<file path="config.mk">
export PLATFORM = sky130hd
export DESIGN_NAME = multi_sensor_counter_flat
export DESIGN_NICKNAME = d
export VERILOG_FILES = /design/src/rtl/multi_sensor_counter_if.sv /design/src/rtl/multi_sensor_counter.sv /design/src/flat_wrapper.sv
export SDC_FILE = /design/constraint.sdc
export NUM_CORES = 1
export LEC_CHECK = 0
export ABC_AREA = 1
export CORE_MARGIN = 10
export CORE_UTILIZATION = 45
export DETAILED_ROUTE_END_ITERATION = 6
export GPL_ROUTABILITY_DRIVEN = 1
export GPL_TIMING_DRIVEN = 0
export PLACE_DENSITY_LB_ADDON = 0.05
export SYNTH_ARGS = -nofsm -noshare
export SYNTH_HDL_FRONTEND = slang
export SYNTH_SLANG_ARGS = --single-unit
</file>
<file path="constraint.sdc">
create_clock -name clk -period 2.5 [get_ports clk]
set_input_delay 0.625 -clock clk [delete_from_list [all_inputs] [get_ports clk]]
set_output_delay 0.625 -clock clk [all_outputs]
set_load 0.005 [all_outputs]
</file>
<file path="src/rtl/multi_sensor_counter_if.sv">
// Bundle of per-channel control inputs and status outputs for multi_sensor_counter.
interface multi_sensor_counter_if #(
  parameter int NUM = 16,
  parameter int CH  = 4
);
  logic [CH-1:0]     load;
  logic [CH-1:0]     stop;
  logic [CH-1:0]     mode;
  logic [CH*NUM-1:0] load_value;
  logic [CH-1:0]     clr_done;
  logic [CH*NUM-1:0] count;
  logic [CH-1:0]     carry;
  logic [CH-1:0]     done;
  logic [CH*8-1:0]   ovf_cnt;

  modport master (
    output load, stop, mode, load_value, clr_done,
    input  count, carry, done, ovf_cnt
  );

  modport slave (
    input  load, stop, mode, load_value, clr_done,
    output count, carry, done, ovf_cnt
  );
endinterface

</file>
<file path="src/rtl/multi_sensor_counter.sv">
// CH independent terminal counters with one-shot / auto-reload modes.
// Optional per-channel saturating carry counter enabled by SENSOR_OVF_CNT_EN.
module msc_channel #(
  parameter int NUM = 16
) (
  input  logic           clk,
  input  logic           rst,
  input  logic           load,
  input  logic           stop,
  input  logic           mode,
  input  logic [NUM-1:0] load_value,
  input  logic           clr_done,
  output logic [NUM-1:0] count,
  output logic           carry,
  output logic           done,
  output logic [7:0]     ovf_cnt
);
  typedef enum logic [1:0] {IDLE, RUN, HOLD, DONE} state_t;

  state_t         state, state_n;
  logic [NUM-1:0] count_n;
  logic           carry_n;
  logic           done_set;

  always_ff @(posedge clk) begin
    if (rst) begin
      state <= IDLE;
      count <= '0;
      carry <= 1'b0;
      done  <= 1'b0;
    end else begin
      state <= state_n;
      count <= count_n;
      carry <= carry_n;
      done  <= done_set | (done & ~clr_done);
    end
  end

  always_comb begin
    state_n  = state;
    count_n  = count;
    carry_n  = 1'b0;
    done_set = 1'b0;
    case (state)
      IDLE: begin
        count_n = '0;
        if (load && !stop) state_n = RUN;
      end
      RUN: begin
        if (stop) begin
          state_n = HOLD;
        end else if (!load) begin
          state_n = IDLE;
          count_n = '0;
        end else if (count >= load_value) begin
          // compare is >= so a lowered terminal value still fires; count never wraps
          carry_n = 1'b1;
          if (mode) begin
            count_n = '0;
          end else begin
            state_n  = DONE;
            done_set = 1'b1;
          end
        end else begin
          count_n = count + 1'b1;
        end
      end
      HOLD: begin
        if (!stop) begin
          if (load) begin
            state_n = RUN;
          end else begin
            state_n = IDLE;
            count_n = '0;
          end
        end
      end
      DONE: begin
        if (!load) begin
          state_n = IDLE;
          count_n = '0;
        end
      end
      default: begin
        state_n = IDLE;
        count_n = '0;
      end
    endcase
  end

`ifdef SENSOR_OVF_CNT_EN
  logic [7:0] ovf_q;

  // updates on the same edge the carry pulse is registered
  always_ff @(posedge clk) begin
    if (rst) begin
      ovf_q <= '0;
    end else if (carry_n) begin
      if (clr_done)           ovf_q <= 8'd1;
      else if (ovf_q != 8'hFF) ovf_q <= ovf_q + 8'd1;
    end else if (clr_done) begin
      ovf_q <= '0;
    end
  end

  assign ovf_cnt = ovf_q;
`else
  assign ovf_cnt = '0;
`endif
endmodule

module multi_sensor_counter #(
  parameter int NUM = 16,
  parameter int CH  = 4
) (
  input logic                   clk,
  input logic                   rst,
  multi_sensor_counter_if.slave bus
);
  for (genvar i = 0; i < CH; i++) begin : g_ch
    msc_channel #(.NUM(NUM)) u_ch (
      .clk        (clk),
      .rst        (rst),
      .load       (bus.load[i]),
      .stop       (bus.stop[i]),
      .mode       (bus.mode[i]),
      .load_value (bus.load_value[i*NUM +: NUM]),
      .clr_done   (bus.clr_done[i]),
      .count      (bus.count[i*NUM +: NUM]),
      .carry      (bus.carry[i]),
      .done       (bus.done[i]),
      .ovf_cnt    (bus.ovf_cnt[i*8 +: 8])
    );
  end
endmodule

</file>
<file path="src/flat_wrapper.sv">
// flat-port wrapper written by rule: the top's interface ports become plain ports
module multi_sensor_counter_flat 
#(
  parameter int NUM = 16,
  parameter int CH  = 4
)
  (clk, rst, bus_load, bus_stop, bus_mode, bus_load_value, bus_clr_done, bus_count, bus_carry, bus_done, bus_ovf_cnt);
  multi_sensor_counter_if #(.NUM(NUM), .CH(CH)) bus_i ();
  input logic clk;
  input logic rst;
  input wire logic [$bits(bus_i.load)-1:0] bus_load;
  input wire logic [$bits(bus_i.stop)-1:0] bus_stop;
  input wire logic [$bits(bus_i.mode)-1:0] bus_mode;
  input wire logic [$bits(bus_i.load_value)-1:0] bus_load_value;
  input wire logic [$bits(bus_i.clr_done)-1:0] bus_clr_done;
  output wire logic [$bits(bus_i.count)-1:0] bus_count;
  output wire logic [$bits(bus_i.carry)-1:0] bus_carry;
  output wire logic [$bits(bus_i.done)-1:0] bus_done;
  output wire logic [$bits(bus_i.ovf_cnt)-1:0] bus_ovf_cnt;
  assign bus_i.load = bus_load;
  assign bus_i.stop = bus_stop;
  assign bus_i.mode = bus_mode;
  assign bus_i.load_value = bus_load_value;
  assign bus_i.clr_done = bus_clr_done;
  assign bus_count = bus_i.count;
  assign bus_carry = bus_i.carry;
  assign bus_done = bus_i.done;
  assign bus_ovf_cnt = bus_i.ovf_cnt;
  multi_sensor_counter #(.NUM(NUM), .CH(CH)) u_core (.clk(clk), .rst(rst), .bus(bus_i));
endmodule
</file>
==> results of run 1 <==
==> critical path, cell delays in order <==
cell and delay [ns]:
clkdlybuf4s50_1 0.46, inv_1 0.04, ha_1 0.28, nand2_1 0.13
o21ai_0 0.15, a21oi_2 0.25, clkbuf_2 0.28, nand4_1 0.11
nand3_1 0.11, nand2_1 0.06, nor2_1 0.13
==> through the flow <==
stage / setup slack, ns / TNS (ns) / hold slack (ns)
finish: 0.1621 / 0 / 0.4774
global route: -0.02884 / -0.06650 / 0.5031
CTS: 0.01317 / 0 / 0.4773
detailed placement: -0.3460 / -17.85 / 0.4747
global placement: -0.3128 / -16.37 / 0.4659
floorplan: 0.4149 / 0 / 0.4555
==> worst max-delay path by stage <==
stage | startpoint | end | slack (ns) | depth (start not counted)
after floorplan | bus_load_value[47] | u_core.g_ch[2].u_ch.count[5] | 0.41 | 12
after global placement | bus_load_value[23] | u_core.g_ch[1].u_ch.count[10] | -0.31 | 15
after detailed placement | bus_load_value[23] | u_core.g_ch[1].u_ch.count[11] | -0.35 | 13
after global routing | bus_load_value[23] | u_core.g_ch[1].u_ch.count[14] | -0.03 | 16
final | bus_load_value[47] | u_core.g_ch[2].u_ch.count[14] | 0.16 | 11
after CTS | bus_load_value[23] | u_core.g_ch[1].u_ch.count[14] | 0.01 | 13
==> layer usage <==
layer / vias to the layer above / wire length (um) / global-route usage, %
li1: 4037 / - / -
met1: 3321 / 9149 / 22.64
met2: 196 / 8950 / 28.96
met3: 18 / 1426 / 4.265
met4: 0 / 224 / 4.555
met5: - / 0 / 0
==> cells by family after synthesis <==
family,Yosys count
AOI/OAI and AO/OA,91
xor gates and xnor gates,18
adders and majority gates,68
buffers and inverters,263
DFF,80
other,1
and+or+nand+nor,648
==> layout make-up <==
type                    count  share of cell area (%)
multi-input cells         857                   48.01
plain buffers              68                   5.006
clock inverters             3                  0.4139
clock buffers              12                   2.755
inverters                 195                   7.645
well taps                 216                   2.794
flip-flops and latches     80                   16.56
repair buffers            166                   16.82
==> flip-flops by register name, summed over array words and instances, names as in the netlist <==
name / cells
u_core.g_ch.u_ch.count: 64
u_core.g_ch.u_ch.carry: 4
u_core.g_ch.u_ch.done: 4
u_core.g_ch.u_ch.state: 8
==> cell usage in the layout (no fill, tap or decap), drive strengths merged, types with 2 or more instances in the layout <==
| cell | instances |
|---|---|
| nand2 | 304 |
| dfxtp | 80 |
| o21ai | 24 |
| nor4 | 2 |
| a21o | 3 |
| clkinv | 2 |
| ha | 68 |
| clkbuf | 24 |
| nand3 | 93 |
| o211ai | 3 |
| a31oi | 3 |
| conb | 32 |
| xor2 | 16 |
| inv | 195 |
| o21bai | 4 |
| clkdlybuf4s50 | 153 |
| nor2 | 182 |
| nor3 | 25 |
| nand4 | 36 |
| buf | 69 |
| or2 | 4 |
| xnor2 | 2 |
| a21oi | 49 |
| o22ai | 4 |
==> timing repair <==
item	4_1_cts	5_1_grt
resized for setup	0	46
setup endpoints to repair	0	64
setup buffers	0	11
==> where the power goes <==
group,switching (uW),internal (uW)
clock network,545,847
registers,476,1560
logic,1850,1590
total,2870,4000
==> summary.md, run 1 <==
| Metric | Value |
|---|---|
| Worst EP arrival | `2.62 ns` |
| Clock sink total | `80` |
| # setup viols final | `0` |
| Full die area | `21,440 um^2` |
| Post-route clock period utilization | `93.51%` |
| Status | `finished, final reports clean` |
| Tightest Hold Check Type | `reg -> reg` |
| Biggest fanout along the worst timing path | `10` |
| Total track usage | `17.66%` |
| Num CTS Buffers | `9` |
| Reg area | `1602 um^2` |
| Post-route ant nets | `0` |
| Post-Layout Cell Count | `1,597` |
| Final GP Congestion | `a little over 0.9` |
| Clock root buffer | `clkbuf_16` |
| Later-pin clock latency in the skew report | `0.34 ns` |
| Fmax | `427.7 MHz` |
| Req. time, crit path | `2.78 ns` |
| WHS Endpoint | `u_core.g_ch[2].u_ch.done` |
| Yosys warning count | `0` |
| Initial antenna violation count | `0` |
| Post-synthesis simple-gate area fraction | `39.58%` |
| Largest area contributor in the netlist | `dfxtp_1` |
| Hold Crit Depth | `2` |
| Maximum VDD drop | `0.3537 mV` |
| Least-Margin Pin Slew | `between 0.5 and 0.6 ns` |
| Synth-to-Final Area Change | `34.45%` |
| DR vias | `about 7,600` |
| Compound-Gate Fraction of Synth Area | `7.461%` |
| Congestion Overflow GR | `0` |
| Leakage | `0.004800 uW` |
| Synth top cells by count | `295 x nand2_1, 183 x inv_1, 163 x nor2_1` |
| FF-to-FF setup slack | `0.45 ns` |
| Residual DRC | `0` |
| Area occupied by multi-input gates | `4644 um^2` |
| CTS Hold Bufs | `0` |
| Cells on worst reg2reg path | `9` |
| Post-Synth XOR/XNOR Area | `2.191%` |
| Final Max Slew Viols | `0` |
| Post-Syn Instances | `~1,200` |
| CP Capture Type | `flip-flop` |
| Post-synth ARST share | `0%` |
| RSZ-0062 raised after global routing | `true` |
| Max-cap violations | `0` |
| Core footprint | `15,770 um^2` |
| TritonCTS clock tree | `yes` |
| RR Endpoint | `u_core.g_ch[2].u_ch.count[14]` |
| CTS Buffer Depth | `2` |
| Fin nets | `1,527` |
| # IOs | `approximately 190` |
| DRT Pass-1 Iters | `5` |
| Diode count | `0` |
| Vias in the first global route | `6,853` |
| Synth Area in Adders | `11.83%` |
| R2R Path Start | `u_core.g_ch[2].u_ch.count[9]` |
| Total chip power | `approximately 6900 uW` |
| Layout cells sized above 1 | `11.80%` |
| Ys flop type | `dfxtp_1` |
| PwrDens | `709.6 nW/um^2` |
| DIE HEIGHT | `146.4 um` |
| Fillcell total | `1,569` |
| Critical hold path startpoint | `u_core.g_ch[2].u_ch.done` |
| Yosys reg bits | `80` |
| Initial Util | `45.62%` |
| Die Span X | `roughly 150 um` |
| Post-route cell area | `9673 um^2` |
| Area after DPL | `9112 um^2` |
| Routed length per instance | `12.37 um` |
| Synth unique cells | `41` |
| CTS H-tree depth | `3` |
| Routed WL | `between 15,000 and 20,000 um` |
| DR iter-0 viols | `425` |
| Post-layout util | `approximately 60%` |
| Top post-synthesis cells by area | `dfxtp_1 22%, nand2_1 15%, ha_1 12%` |
| Most common cell in the netlist | `nand2_1` |
| Vias/cell | `about 4.7` |
| Largest net degree at the start of global routing | `13` |
| FP Rows | `46` |
| DP HPWL | `15,350 um` |
| Number of port buffers | `153` |
| Clock transition at path regs | `0.07 ns` |
| Share of the synthesized area in the top cell type | `22.26%` |
| Critical path class | `in -> reg` |
| Number of flops mapped to enable cells by yosys | `0` |
| Post-Route Skew | `around 0.0083 ns` |
| Avg Inst Size Synth | `6.154 um^2` |
| First-pass GRT wire length | `32,520 um` |
| Mapped cell area | `7194 um^2` |
| Placed cells | `1,569` |
| Seq/Total Area, Yosys | `roughly 22%` |
| Crit start category | `input pin` |
| Mux share of post-synthesis cell area | `0%` |
| Largest family of logic cells by synthesized area | `simple AND/OR/NAND/NOR gates` |
| Slew headroom | `60.27%` |
| Fin crit period | `2.338 ns` |
| Final hold violations | `0` |
Note: power is estimated with default switching activity, not from simulation.
==> inputs of run 2 (changes only) <==
--- a/config.mk
+++ b/config.mk
@@ -11,6 +11,7 @@
 export DETAILED_ROUTE_END_ITERATION = 6
 export GPL_ROUTABILITY_DRIVEN = 1
 export GPL_TIMING_DRIVEN = 0
+export HOLD_SLACK_MARGIN = 0.03
 export PLACE_DENSITY_LB_ADDON = 0.05
 export SYNTH_ARGS = -nofsm -noshare
 export SYNTH_HDL_FRONTEND = slang
==> results of run 2 <==
Same layout as run 1: the final DEF is identical, and so are final timing and power.
